--- config.mk ---
export PLATFORM = sky130hd
export DESIGN_NAME = shift_register_deserializer_flat
export DESIGN_NICKNAME = d
export VERILOG_FILES = /design/src/rtl/shift_reg_pkg.sv /design/src/rtl/shift_register_deserializer_if.sv /design/src/rtl/deser_hold_reg.sv /design/src/rtl/shift_register_deserializer.sv /design/src/flat_wrapper.sv
export SDC_FILE = /design/constraint.sdc
export NUM_CORES = 1
export LEC_CHECK = 0
export BUFFER_PORTS_ARGS = -buffer_cell sky130_fd_sc_hd__buf_2
export CAP_MARGIN = 10
export CORE_ASPECT_RATIO = 1.1
export CORE_MARGIN = 10
export CORE_UTILIZATION = 55
export CTS_CLUSTER_DIAMETER = 30
export DETAILED_ROUTE_END_ITERATION = 10
export GPL_ROUTABILITY_DRIVEN = 1
export HOLD_SLACK_MARGIN = 0.02
export PLACE_DENSITY_LB_ADDON = 0.1
export SLEW_MARGIN = 15
export SYNTH_ARGS = -nofsm -noshare
export SYNTH_HDL_FRONTEND = slang
export SYNTH_HIERARCHICAL = 1
export SYNTH_SLANG_ARGS = --single-unit
--- constraint.sdc ---
create_clock -name clk -period 4.15 [get_ports clk]
set_clock_uncertainty 0.1 [all_clocks]
set_input_delay 1.245 -clock clk [delete_from_list [all_inputs] [get_ports clk]]
set_output_delay 1.245 -clock clk [all_outputs]
set_load 0.1 [all_outputs]
--- src/rtl/shift_reg_pkg.sv ---
// Shared constants and types for the shift-register serial path
// (universal_shift_register and shift_register_deserializer).
package shift_reg_pkg;

  localparam int DEFAULT_WIDTH = 8;

  localparam logic DIR_LSB_FIRST = 1'b0;
  localparam logic DIR_MSB_FIRST = 1'b1;

  typedef enum logic {
    IDLE    = 1'b0,
    COLLECT = 1'b1
  } deser_state_e;

endpackage : shift_reg_pkg

--- src/rtl/shift_register_deserializer_if.sv ---
// Serial-side inputs and parallel valid/ready side of the deserializer.
// The master drives the serial stream and consumes words; the slave is the deserializer.
interface shift_register_deserializer_if
  import shift_reg_pkg::*;
#(
    parameter int WIDTH = DEFAULT_WIDTH
) ();

    localparam int CNT_W = $clog2(WIDTH);

    logic             serial_in;
    logic             serial_valid;
    logic             msb_first;
    logic             flush;
    logic [WIDTH-1:0] parallel_out;
    logic             out_valid;
    logic             out_ready;
    logic [CNT_W-1:0] bit_count;
    logic             busy;
    logic             overrun;

    modport master (
        output serial_in, serial_valid, msb_first, flush, out_ready,
        input  parallel_out, out_valid, bit_count, busy, overrun
    );

    modport slave (
        input  serial_in, serial_valid, msb_first, flush, out_ready,
        output parallel_out, out_valid, bit_count, busy, overrun
    );

endinterface : shift_register_deserializer_if

--- src/rtl/deser_hold_reg.sv ---
// One-word valid/ready holding register. A word that completes while the
// previous one is still unconsumed is dropped and flagged with a one-cycle overrun.
module deser_hold_reg #(
    parameter int WIDTH = 8
) (
    input  logic             clk,
    input  logic             reset_n,
    input  logic             load_valid,
    input  logic [WIDTH-1:0] load_data,
    input  logic             out_ready,
    output logic [WIDTH-1:0] parallel_out,
    output logic             out_valid,
    output logic             overrun
);

    logic blocked;

    // A consume on the same edge as a load frees the slot, so only a
    // stalled consumer blocks the incoming word.
    assign blocked = out_valid && !out_ready;

    // NOTE: state registers use non-blocking assignments so every flop samples
    // pre-edge values; blocking here would create order-dependent simulation.
    always_ff @(posedge clk or negedge reset_n) begin
        if (!reset_n) begin
            parallel_out <= '0;
            out_valid    <= 1'b0;
            overrun      <= 1'b0;
        end else begin
            overrun <= 1'b0;
            if (load_valid) begin
                if (blocked) begin
                    overrun <= 1'b1;
                end else begin
                    parallel_out <= load_data;
                    out_valid    <= 1'b1;
                end
            end else if (out_valid && out_ready) begin
                out_valid <= 1'b0;
            end
        end
    end

endmodule : deser_hold_reg

--- src/rtl/shift_register_deserializer.sv ---
// Serial-in, parallel-out receiver: collects WIDTH qualified bits MSB- or
// LSB-first and hands each word to a one-word valid/ready holding register.
module shift_register_deserializer
  import shift_reg_pkg::*;
#(
    parameter int WIDTH = DEFAULT_WIDTH,
    parameter int CNT_W = $clog2(WIDTH)
) (
    input logic                          clk,
    input logic                          reset_n,
    shift_register_deserializer_if.slave bus
);

    localparam logic [CNT_W-1:0] LAST_IDX = CNT_W'(WIDTH - 1);

    deser_state_e     state_q, state_d;
    logic [CNT_W-1:0] count_q, count_d;
    logic [WIDTH-1:0] sr_q, sr_d;
    logic             dir_q, dir_d;
    logic             eff_dir;
    logic [WIDTH-1:0] shifted;
    logic             complete;
    logic [WIDTH-1:0] hold_data;
    logic             hold_valid;
    logic             hold_overrun;

    // Direction is taken live on the first bit of a word, then frozen.
    assign eff_dir = (state_q == IDLE) ? bus.msb_first : dir_q;
    assign shifted = (eff_dir == DIR_MSB_FIRST) ? {sr_q[WIDTH-2:0], bus.serial_in}
                                                : {bus.serial_in, sr_q[WIDTH-1:1]};

    always_ff @(posedge clk or negedge reset_n) begin
        if (!reset_n) begin
            state_q <= IDLE;
            count_q <= '0;
            sr_q    <= '0;
            dir_q   <= DIR_LSB_FIRST;
        end else begin
            state_q <= state_d;
            count_q <= count_d;
            sr_q    <= sr_d;
            dir_q   <= dir_d;
        end
    end

    // NOTE: every signal gets its hold value before any branch, so no path
    // leaves one unassigned and no latch is inferred.
    always_comb begin
        state_d  = state_q;
        count_d  = count_q;
        sr_d     = sr_q;
        dir_d    = dir_q;
        complete = 1'b0;
        if (bus.flush) begin
            state_d = IDLE;
            count_d = '0;
            sr_d    = '0;
        end else if (bus.serial_valid) begin
            dir_d = eff_dir;
            if (count_q == LAST_IDX) begin
                complete = 1'b1;
                state_d  = IDLE;
                count_d  = '0;
                sr_d     = '0;
            end else begin
                state_d = COLLECT;
                count_d = count_q + CNT_W'(1);
                sr_d    = shifted;
            end
        end
    end

    deser_hold_reg #(
        .WIDTH(WIDTH)
    ) u_hold (
        .clk         (clk),
        .reset_n     (reset_n),
        .load_valid  (complete),
        .load_data   (shifted),
        .out_ready   (bus.out_ready),
        .parallel_out(hold_data),
        .out_valid   (hold_valid),
        .overrun     (hold_overrun)
    );

    assign bus.parallel_out = hold_data;
    assign bus.out_valid    = hold_valid;
    assign bus.overrun      = hold_overrun;
    assign bus.bit_count    = count_q;
    assign bus.busy         = (count_q != '0);

endmodule : shift_register_deserializer

--- src/flat_wrapper.sv ---
// flat-port wrapper written by rule: the top's interface ports become plain ports
module shift_register_deserializer_flat import shift_reg_pkg::*;
#(
    parameter int WIDTH = DEFAULT_WIDTH,
    parameter int CNT_W = $clog2(WIDTH)
)
  (clk, reset_n, bus_serial_in, bus_serial_valid, bus_msb_first, bus_flush, bus_out_ready, bus_parallel_out, bus_out_valid, bus_bit_count, bus_busy, bus_overrun);
  shift_register_deserializer_if #(.WIDTH(WIDTH)) bus_i ();
  input logic clk;
  input logic reset_n;
  input wire logic [$bits(bus_i.serial_in)-1:0] bus_serial_in;
  input wire logic [$bits(bus_i.serial_valid)-1:0] bus_serial_valid;
  input wire logic [$bits(bus_i.msb_first)-1:0] bus_msb_first;
  input wire logic [$bits(bus_i.flush)-1:0] bus_flush;
  input wire logic [$bits(bus_i.out_ready)-1:0] bus_out_ready;
  output wire logic [$bits(bus_i.parallel_out)-1:0] bus_parallel_out;
  output wire logic [$bits(bus_i.out_valid)-1:0] bus_out_valid;
  output wire logic [$bits(bus_i.bit_count)-1:0] bus_bit_count;
  output wire logic [$bits(bus_i.busy)-1:0] bus_busy;
  output wire logic [$bits(bus_i.overrun)-1:0] bus_overrun;
  assign bus_i.serial_in = bus_serial_in;
  assign bus_i.serial_valid = bus_serial_valid;
  assign bus_i.msb_first = bus_msb_first;
  assign bus_i.flush = bus_flush;
  assign bus_i.out_ready = bus_out_ready;
  assign bus_parallel_out = bus_i.parallel_out;
  assign bus_out_valid = bus_i.out_valid;
  assign bus_bit_count = bus_i.bit_count;
  assign bus_busy = bus_i.busy;
  assign bus_overrun = bus_i.overrun;
  shift_register_deserializer #(.WIDTH(WIDTH), .CNT_W(CNT_W)) u_core (.clk(clk), .reset_n(reset_n), .bus(bus_i));
endmodule
After elaboration in Yosys (flattened, before gate mapping):

Cells that the tools add are included.
Widths: inputs -> output; s select.

* add/subtract/negate cells: 1
* eq/ne operators: 2
* muxes and demuxes: 19
* bitwise logic cells: 2
* reductions and logical operators: 9

Operators by type and width (number)
* $mux 8: 4
* $mux 1: 12
* $mux 3: 3
* $reduce_and 2->1: 3
* $reduce_bool 2->1: 2
* $add 3x1->3 const B: 1
* $eq 3x3->1 const B: 1
* $reduce_bool 3->1: 1
* $logic_and 1x1->1: 2
* $ne 2x2->1 const B: 1
* $not 1->1: 2
* $logic_not 1->1: 1

* flip-flop bits (word level): 23
* word-level logic and storage cells: 40

Logic depth before layout (Yosys ltp):

Gate-level depths: netlist of the first run.

* depth in word-level cells: 6
* mapped depth: 6
* depth with buffers taken out: 6

Modules after synthesis:

The synthesis of the first run kept the hierarchy.

By module, submodules not included
* shift_register_deserializer: instances 1, cells an instance 51, area each 673.1 um^2, seq. area each 325.3 um^2
* deser_hold_reg: instances 1, cells an instance 23, area each 406.6 um^2, seq. area each 250.2 um^2

Worst setup path after synthesis of the first run:

Ideal clock, no wire load.

* path type: register to output
* start: reg u_core.count_q[0], in the netlist u_core/bus.bit_count[0]
* end: out bus_busy
* arrival: 1970 ps
* setup slack: 835 ps
* stages on the path, launching flop included: 4
* path through: dfrtp_1 > inv_1 > ha_1 > nand2b_1

* cells in the longest elaborated chain, start to end: 1

RTL lines
* start, declared: line shift_register_deserializer.sv:17 `logic [CNT_W-1:0] count_q, count_d;`
* start signal, assigned: line shift_register_deserializer.sv:40 `count_q <= count_d;`
* $reduce_bool 3->1: line shift_register_deserializer.sv:90 `assign bus.busy = (count_q != '0);`
* end, declared: line flat_wrapper.sv:19 `output wire logic [$bits(bus_i.busy)-1:0] bus_busy;`

No other way between the ends.

Final worst setup path of the first run:

Same ends and word-level chain as after synthesis.

==> out/qor.csv, run 1 <==
metric;value;unit
max-slew violations;0;
cell area after synthesis;1080;µm²
starting density of the core;59.27;%
Vias;632;
Least-Margin Pin Slew;0.6047;ns
Max rail drop VDD;0.2254;mV
hold-fix buffer count after cts;0;
Mapped Nets;84;
worst hold start;u_core/u_hold/parallel_out[5];
die span in y;66.47;µm
clock transition at the registers of the reported paths;0.12;ns
Total Die Area;4137;µm²
Clock Tree Root;sky130_fd_sc_hd__clkbuf_4;
DRC errors left;0;
area growth from synthesis to layout;14.37;%
Pwr Density;331.4;nW/µm²
Hold Path Sink;u_core/u_hold/parallel_out[5];
number of port buffers;20;
Distinct cells, synth;16;
max capacitance violation total;0;
leakage dissipation;0.6913;nW
number of vias per cell after detailed routing;5.097;
final antenna diode count;0;
CTS sink cnt;23;
FF-to-FF path depth;3;
Hold Crit Class;flop to flop;
global placement routability congestion;0.7068;
number of placed instances with taps included;120;
end-of-flow core utilization;67.79;%
Critical Path End Type;primary output;
number of detailed-routing iterations run before antenna repair;4;
TritonCTS clock tree;done;
Cell Count, Final, Fillers Out;124;
met1 Usage GRT;12.94;%
number of resized instances in the post-cts repair step;0;
setup repair after global routing missed its margin;false;
H-tree levels;1;
stage delay of the slowest cell on the critical path;0.43;ns
Routed wire per std cell;14.73;µm
post-synthesis sequential area ratio;53.30;%
Data required, critical path;2.80;ns
cells along the critical path;inv_1 -> ha_1 -> nand2b_1 -> buf_2;
Max transition margin;59.54;%
slowest stage cell, crit path;sky130_fd_sc_hd__dfrtp_1;
beginning of the worst register-to-register path;u_core/state_q;
1st-iter DRT viols;8;
startpoint of the most critical setup path;u_core/bus.bit_count[0];
Final Routed Wirelength;1826;µm
Worst setup SP type;flop;
post-layout net count;108;
number of warnings printed during yosys synthesis;6;
Worst Hold Path Cells;1;
final setup vio count;0;
final period demand of the worst path;2.801;ns
largest net degree at the start of global routing;24;
global routing usage on met2;14.62;%
wire length of the first global-routing pass;3312;µm
Die Wd;62.25;µm
critical path start-end classification;flop to primary output;
number of top-level design ports;21;
result of the run;finished, final reports clean;
final period utilization;67.50;%
fraction of layout instances using a drive strength above 1;44.33;%
HPWL reported at the end of detailed placement;1402;µm
most common cell after layout, fill and taps aside;sky130_fd_sc_hd__dfrtp_1;
arrival time at the worst endpoint;1.46;ns
Hold Fails Final Rpt;0;
clock buffers created by TritonCTS;3;
standard-cell row count;16;
via count of the first global-routing pass;710;
leading cell types in the layout, fill and taps excluded;sky130_fd_sc_hd__dfrtp_1 (23), sky130_fd_sc_hd__buf_2 (20), sky130_fd_sc_hd__mux2_4 (16);
Critical Path Fanout Max;4;
post-CTS setup-driven buffer insertion count;0;
fill cell count;151;
maximum clock path buffer count;2;
capture point of the worst reg-to-reg path;u_core/u_hold/parallel_out[7];
grt total ovfl;0;
Seq cells post-synth;23;
initial antenna violation count;0;
post-detailed-route count of antenna-violating nets;0;
Global Route Usage Sum;9.858;%
core region area;1822;µm²
number of instances in the synthesized netlist;74;
sum of negative setup slack;0;ns
most crowded layer after global routing;met2;
GR Layer Usage met3;3.010;%
Skew-Pair Late Insertion Delay;0.30;ns
Max Clk Rate;357.0;MHz
average footprint of a synthesized cell;14.59;µm²
reg-to-reg slack, setup;2.40;ns
==> metrics by stage <==
stage          setup slack, ns  total power [mW]  hold slack [ns]  cell area [µm²]
2_1_floorplan           0.8348            0.2995           0.3662             1080
3_3_place_gp             1.560            0.3155           0.3856             1209
3_5_place_dp             1.549            0.3173           0.3862             1209
4_1_cts                  1.330            0.4172           0.4217             1235
5_1_grt                  1.208            0.4393           0.4384             1235
6_report                 1.349            0.4093           0.4155             1235
==> synthesized netlist by cell type <==
cell type	count	share of area (%)
sky130_fd_sc_hd__inv_1	4	1.4
sky130_fd_sc_hd__ha_1	3	3.5
sky130_fd_sc_hd__nor2_1	7	2.4
sky130_fd_sc_hd__nand2b_1	2	1.2
sky130_fd_sc_hd__a21o_2	1	0.81
sky130_fd_sc_hd__a22o_1	8	6.5
sky130_fd_sc_hd__nand2b_4	1	1.3
sky130_fd_sc_hd__buf_2	1	0.46
sky130_fd_sc_hd__mux2_4	16	22
sky130_fd_sc_hd__nand2_4	1	1.0
sky130_fd_sc_hd__mux2i_1	2	1.9
sky130_fd_sc_hd__mux2i_4	1	2.1
sky130_fd_sc_hd__o21ai_0	1	0.46
sky130_fd_sc_hd__dfrtp_1	23	53
sky130_fd_sc_hd__nand2_1	2	0.70
sky130_fd_sc_hd__xnor2_1	1	0.81
==> metal layers <==
layer | wire [µm] | share of wire [%]
met5 | 0 | 0
met4 | 16 | 0.88
met3 | 86 | 4.7
met2 | 817 | 45
met1 | 906 | 50
==> worst max-delay path by stage <==
stage / slack [ns] / end / cells past startpoint
final: 1.35 / bus_busy / 4
after global routing: 1.21 / bus_busy / 4
after CTS: 1.33 / bus_busy / 4
after detailed placement: 1.55 / u_core/u_hold/parallel_out[7] / 4
after global placement: 1.56 / u_core/u_hold/parallel_out[6] / 4
after floorplan: 0.83 / bus_busy / 3
==> critical path: cells and delay by family, from the launching register on <==
kind	cells	cell delay, ns
adders and majority gates	1	0.19
and+or+nand+nor	1	0.06
DFF	1	0.43
buffers and inverters	2	0.48
==> cell families after synthesis <==
group,Yosys count,share of synthesized area (%)
buffers and inverters,5,1.853
xor gates and xnor gates,1,0.8113
and+or+nand+nor,13,6.605
muxes,19,26.19
DFF,23,53.30
adders and majority gates,3,3.477
AOI/OAI and AO/OA,10,7.764
==> state kept, by name (all words and copies together), names as in the netlist <==
signal	count
u_core/dir_q	1
u_core/sr_q	8
u_core/bus.bit_count	3
u_core/u_hold/out_valid	1
u_core/u_hold/parallel_out	8
u_core/u_hold/overrun	1
u_core/state_q	1
==> layout make-up <==
cell class | instances | area, µm² | area share, %
multi-input combinational | 46 | 484.2 | 39.21
clock buffer | 4 | 26.28 | 2.128
timing repair buffer | 20 | 100.1 | 8.105
tap | 27 | 33.78 | 2.736
sequential | 23 | 575.6 | 46.61
inverter | 4 | 15.01 | 1.216
==> report_power, final <==
group / switching [mW] / internal, mW
registers: 0.00602 / 0.230
logic: 0.0537 / 0.0220
clock network: 0.0600 / 0.0374
(Power assumes the default switching activity.)
==> inputs of run 2 (changes only) <==
CORE_UTILIZATION = 48   (was 55)
clock period = 2.4 ns   (was 4.15 ns; I/O delays follow)
==> out/qor.csv, run 2 (same netlist as run 1, synthesis figures left out) <==
metric;value;unit;change
critical path start-end classification;flop to primary output;;
Hold Crit Class;primary input to async pin;;
final setup vio count;0;;unchanged
number of top-level design ports;21;;unchanged
hold-fix buffer count after cts;0;;unchanged
standard-cell row count;17;;+1
wire length of the first global-routing pass;3429;µm;+3.5%
Least-Margin Pin Slew;0.5930;ns;-0.01169 ns
initial antenna violation count;0;;unchanged
FF-to-FF path depth;3;;unchanged
Critical Path Fanout Max;4;;unchanged
end point of the critical path;bus_busy;;
DRC errors left;0;;unchanged
clock transition at the registers of the reported paths;0.12;ns;about the same
Clock Tree Root;sky130_fd_sc_hd__clkbuf_4;;
Pwr Density;572.9;nW/µm²;+73%
Global Route Usage Sum;9.263;%;-0.60 points
wire length on met1;895;µm;-1.2%
arrival time at the worst endpoint;1.44;ns;-0.02 ns
Die Wd;65.22;µm;+4.8%
maximum clock path buffer count;2;;unchanged
TritonCTS clock tree;done;;
total met2 wirelength after detailed routing;885;µm;+8.3%
clock buffers created by TritonCTS;3;;unchanged
global placement routability congestion;0.6842;;-3.2%
leading cell types in the layout, fill and taps excluded;sky130_fd_sc_hd__dfrtp_1 (21), sky130_fd_sc_hd__buf_2 (20), sky130_fd_sc_hd__mux2_4 (16);;
final period demand of the worst path;2.261;ns;
minimum setup slack in the final design;0.1393;ns;-1.209 ns
post-place setup slack;0.3258;ns;-1.223 ns
post-CTS setup-driven buffer insertion count;0;;unchanged
startpoint of the most critical setup path;u_core/bus.bit_count[0];;
CTS sink cnt;23;;unchanged
reg-to-reg slack, setup;0.66;ns;-1.74 ns
number of resized instances in the post-cts repair step;0;;unchanged
Hold Fails Final Rpt;0;;unchanged
Non-Filler Cell Area, Final;1249;µm²;+1.1%
Total Die Area;4549;µm²;+9.9%
cell area reported after detailed placement;1222;µm²;+1.1%
post-detailed-route count of antenna-violating nets;0;;unchanged
Max Clk Rate;442.3;MHz;
end-of-flow core utilization;59.90;%;-7.9 points
fraction of layout instances using a drive strength above 1;47.96;%;+3.6 points
grt total ovfl;0;;unchanged
Max transition margin;60.32;%;+0.78 points
Routed wire per std cell;15.25;µm;+3.5%
uppermost metal layer occupied by signal nets;met4;;
leakage dissipation;0.6932;nW;+0.27%
via count of the first global-routing pass;719;;+1.3%
met3 routed WL;123;µm;+43%
post-layout net count;109;;+0.93%
1st-iter DRT viols;18;;+10
beginning of the worst register-to-register path;u_core/state_q;;
final period utilization;94.20;%;
most common cell after layout, fill and taps aside;sky130_fd_sc_hd__dfrtp_1;;
overall power of the completed layout;715.4;µW;+75%
capture point of the worst reg-to-reg path;u_core/u_hold/parallel_out[6];;
number of detailed-routing iterations run before antenna repair;4;;unchanged
result of the run;finished, final reports clean;;
Final Routed Wirelength;1921;µm;+5.2%
HPWL reported at the end of detailed placement;1442;µm;+2.9%
number of port buffers;20;;unchanged
starting density of the core;51.80;%;-7.5 points
sum of negative setup slack;0;ns;unchanged
H-tree levels;1;;unchanged
max-slew violations;0;;unchanged
largest net degree at the start of global routing;24;;unchanged
Max rail drop VDD;0.3781;mV;+68%
final antenna diode count;0;;unchanged
number of vias per cell after detailed routing;5.119;;+0.44%
Vias;645;;+2.1%
setup repair after global routing missed its margin;false;;
Critical Path End Type;primary output;;
max capacitance violation total;0;;unchanged
Worst setup SP type;flop;;
Skew-Pair Late Insertion Delay;0.30;ns;about the same
Data required, critical path;1.58;ns;-1.22 ns
core region area;2085;µm²;+14%
area growth from synthesis to layout;15.64;%;
die span in y;69.75;µm;+4.9%
-- run 2: how the worst min path moves through the flow --
stage,startpoint,to,cells past startpoint
global route,reset_n,u_core/u_hold/parallel_out[5],1
CTS,reset_n,u_core/state_q,1
floorplan,reset_n,u_core/bus.bit_count[0],0
detailed placement,u_core/u_hold/parallel_out[0],u_core/u_hold/parallel_out[0],1
global placement,u_core/sr_q[7],u_core/sr_q[7],1
finish,reset_n,u_core/u_hold/parallel_out[3],1
-- run 2: worst max-delay path, cell delays in order (launching register included) --
cell                       delay, ns
sky130_fd_sc_hd__dfrtp_2        0.41
sky130_fd_sc_hd__inv_1          0.05
sky130_fd_sc_hd__ha_1           0.20
sky130_fd_sc_hd__nand2b_2       0.06
sky130_fd_sc_hd__buf_2          0.42
-- run 2: routing by layer --
layer,up-vias,track usage [%]
met4,0,4.245
li1,310,-
met5,-,0
met3,2,3.704
met1,317,11.16
met2,16,13.89
-- run 2: where the power goes --
group	internal [mW]	leakage, nW	switching (mW)
Sequential	0.399	0.313	0.0101
Combinational	0.0399	0.365	0.0939
Clock	0.0647	0.0150	0.108
-- run 2: area by class of cell --
type	count	area, µm²
Fill cell	194	835.8
Sequential cell	23	578.1
Multi-Input combinational cell	46	486.7
Timing Repair Buffer	21	107.6
Tap cell	28	35.03
Clock buffer	4	26.28
Inverter	4	15.01
-- run 2: per-stage QoR --
step | hold slack, ns | std cells
6_report | 0.2642 | 126
5_1_grt | 0.2860 | 126
4_1_cts | 0.2740 | 126
3_5_place_dp | 0.3904 | 122
3_3_place_gp | 0.3897 | 122
2_1_floorplan | 0.3244 | 74
==> inputs of run 3 (changes only) <==
CORE_UTILIZATION = 53   (was 48)
SYNTH_HIERARCHICAL = default   (was 1)
clock period = 2.26 ns   (was 2.4 ns; I/O delays follow)
==> out/qor.csv, run 3 <==
metric;value;unit;change
post-detailed-route count of antenna-violating nets;0;;unchanged
cell types occupying the most area after synthesis;sky130_fd_sc_hd__dfrtp_1 (52%), sky130_fd_sc_hd__mux2_4 (19%), sky130_fd_sc_hd__a22o_2 (6.4%);;
beginning of the worst register-to-register path;u_core.bus.bit_count[0];;
startpoint of the most critical setup path;u_core.bus.bit_count[0];;
most used flip-flop cell after synthesis;sky130_fd_sc_hd__dfrtp_1;;
leakage dissipation;0.6725;nW;-3.0%
average footprint of a synthesized cell;14.08;µm²;-3.5%
Pwr Density;575.1;nW/µm²;+0.38%
number of warnings printed during yosys synthesis;0;;-6
multiplexer fraction of the synthesized cell area;25.85;%;-0.33 points
post-layout net count;113;;+3.7%
Worst setup SP type;flop;;
Clock Tree Root;sky130_fd_sc_hd__clkbuf_4;;
async set-or-reset flop fraction in the synthesized netlist;100.0;%;unchanged
most common cell after layout, fill and taps aside;sky130_fd_sc_hd__dfrtp_1;;
fill cell count;177;;-8.8%
CTS sink cnt;23;;unchanged
Non-Filler Cell Area, Final;1266;µm²;+1.4%
Data required, critical path;1.48;ns;-0.10 ns
Mapped Nets;89;;+6.0%
Global Route Usage Sum;9.598;%;+0.34 points
Max rail drop VDD;0.4676;mV;+24%
starting density of the core;54.94;%;+3.1 points
maximum clock path buffer count;2;;unchanged
via count of the first global-routing pass;690;;-4.0%
final period utilization;94.17;%;
Vias;665;;+3.1%
Final Routed Wirelength;1908;µm;-0.68%
post-synthesis sequential area ratio;52.39;%;-0.91 points
leading post-synthesis cells by instance count;sky130_fd_sc_hd__dfrtp_1 (23), sky130_fd_sc_hd__mux2_4 (14), sky130_fd_sc_hd__a22o_2 (7), sky130_fd_sc_hd__nor2_1 (6);;
Hold Crit Class;primary input to async pin;;
minimum hold slack;0.2159;ns;-0.04832 ns
global routing usage on met2;14.70;%;+0.81 points
area leader, netlist;sky130_fd_sc_hd__dfrtp_1;;
number of instances in the synthesized netlist;78;;+5.4%
clock transition at the registers of the reported paths;0.12;ns;about the same
standard-cell row count;17;;unchanged
fraction of layout instances using a drive strength above 1;50.50;%;+2.5 points
post-synthesis compound-gate area fraction;7.973;%;+0.21 points
slowest stage cell, crit path;sky130_fd_sc_hd__dfrtp_2;;
core region area;1999;µm²;-4.1%
Distinct cells, synth;18;;+2
area growth from synthesis to layout;15.26;%;
leading cell types in the layout, fill and taps excluded;sky130_fd_sc_hd__dfrtp_1 (20), sky130_fd_sc_hd__buf_2 (19), sky130_fd_sc_hd__mux2_4 (14);;
max capacitance violation total;0;;unchanged
hold-fix buffer count after cts;0;;unchanged
dominant combinational cell family by area after synthesis;multiplexers;;
Critical Path End Type;primary output;;
Routed wire per std cell;14.79;µm;-3.0%
Skew-Pair Late Insertion Delay;0.31;ns;about the same
max-slew violations;0;;unchanged
Critical Path Fanout Max;3;;-1
fraction of the mapped netlist area in adder cells;4.556;%;+1.1 points
number of detailed-routing iterations run before antenna repair;2;;-2
Cell Count, Final, Fillers Out;129;;+2.4%
cell area reported after detailed placement;1237;µm²;+1.2%
Synth Area in Simple Gates;7.289;%;+0.68 points
1st-iter DRT viols;8;;-10
sum of negative setup slack;0;ns;unchanged
Max transition margin;65.04;%;+4.7 points
GR Layer Usage met3;5.124;%;+1.4 points
number of enable flip-flop cells after synthesis;0;;unchanged
wire length of the first global-routing pass;3256;µm;-5.0%
number of port buffers;20;;unchanged
global placement routability congestion;0.7438;;+8.7%
initial antenna violation count;0;;unchanged
XOR/XNOR Fraction of Synth Area;0;%;-0.81 points
number of placed instances with taps included;125;;+2.5%
Max Clk Rate;469.9;MHz;
result of the run;finished, final reports clean;;
met1 Usage GRT;11.35;%;+0.18 points
Seq cells post-synth;23;;unchanged
setup repair after global routing missed its margin;false;;
H-tree levels;1;;unchanged
post-synth top area share;52.39;%;-0.91 points
TritonCTS clock tree;done;;
cell area after synthesis;1099;µm²;+1.7%
grt total ovfl;0;;unchanged
cells along the critical path;inv_1 -> ha_1 -> nand2b_2 -> clkbuf_4;;
number of top-level design ports;21;;unchanged
Least-Margin Pin Slew;0.5225;ns;-0.07052 ns
leading cell type by number of instances after synthesis;sky130_fd_sc_hd__dfrtp_1;;
reg-to-reg slack, setup;0.52;ns;-0.14 ns
most crowded layer after global routing;met2;;
largest net degree at the start of global routing;24;;unchanged
Hold Fails Final Rpt;0;;unchanged
die span in y;67.75;µm;-2.9%
clock buffers created by TritonCTS;3;;unchanged
final setup vio count;0;;unchanged
final antenna diode count;0;;unchanged
Die Wd;63.41;µm;-2.8%
number of vias per cell after detailed routing;5.155;;+0.70%
DRC errors left;0;;unchanged
Total Die Area;4296;µm²;-5.6%
critical path start-end classification;flop to primary output;;
stage delay of the slowest cell on the critical path;0.40;ns;-0.02 ns
final period demand of the worst path;2.128;ns;
arrival time at the worst endpoint;1.35;ns;-0.09 ns
-- run 3: cell type report --
type / instances / area [µm²] / share of cell area, %
flip-flops and latches: 23 / 579.3 / 45.75
multi-input cells: 50 / 504.2 / 39.82
inverters: 3 / 11.26 / 0.8893
well taps: 28 / 35.03 / 2.767
clock buffers: 4 / 26.28 / 2.075
repair buffers: 21 / 110.1 / 8.696
-- run 3: path summary, 6_finish.rpt --
check                                                end  cells after the start
max                                             bus_busy                      4
min                                       u_core.sr_q[7]                      1
max reg2reg                u_core.u_hold.parallel_out[4]                      6
min reg2reg                               u_core.sr_q[7]                      2
max in group asynchronous        u_core.bus.bit_count[0]                      1
min in group clk                          u_core.sr_q[7]                      2
-- run 3: timing repair --
item / 4_1_cts / 5_1_grt
setup buffers: 0 / 0
setup endpoints to repair: 0 / 1
resized for setup: 0 / 1
-- run 3: through the flow --
step / util, % / total power, mW / worst slack [ns]
6_report: 63.33 / 0.7282 / 0.1317
5_1_grt: 63.33 / 0.7598 / 0.05018
4_1_cts: 63.20 / 0.7372 / 0.01179
3_5_place_dp: 61.89 / 0.5515 / 0.2438
3_3_place_gp: 61.89 / 0.5495 / 0.2598
2_1_floorplan: - / 0.5225 / 0.07540
-- run 3: layer usage --
layer	wire length (µm)	up-vias
met5	0	-
met2	894	14
met3	113	4
met4	19	0
met1	881	327
li1	-	320
-- run 3: cells by family (layout without fill, tap and decap cells) --
kind of cell | Yosys count | after routing
compound gates | 10 | 10
fa+ha+maj | 4 | 4
buf+inv | 5 | 28
flops | 23 | 23
mux | 20 | 20
simple gates | 16 | 16
-- run 3: critical path: cells and delay by family (launching register included) --
family                     cells  cell delay (ns)
buffers and inverters          2             0.38
and+or+nand+nor                1             0.06
adders and majority gates      1             0.20
DFF                            1             0.40
-- run 3: power by group --
part           total (mW)  switching (mW)  leakage [nW]  internal, mW
logic               0.112          0.0775         0.351        0.0349
registers           0.430         0.00887         0.307         0.421
clock network       0.186           0.117        0.0150        0.0690
total               0.728           0.203         0.673         0.525
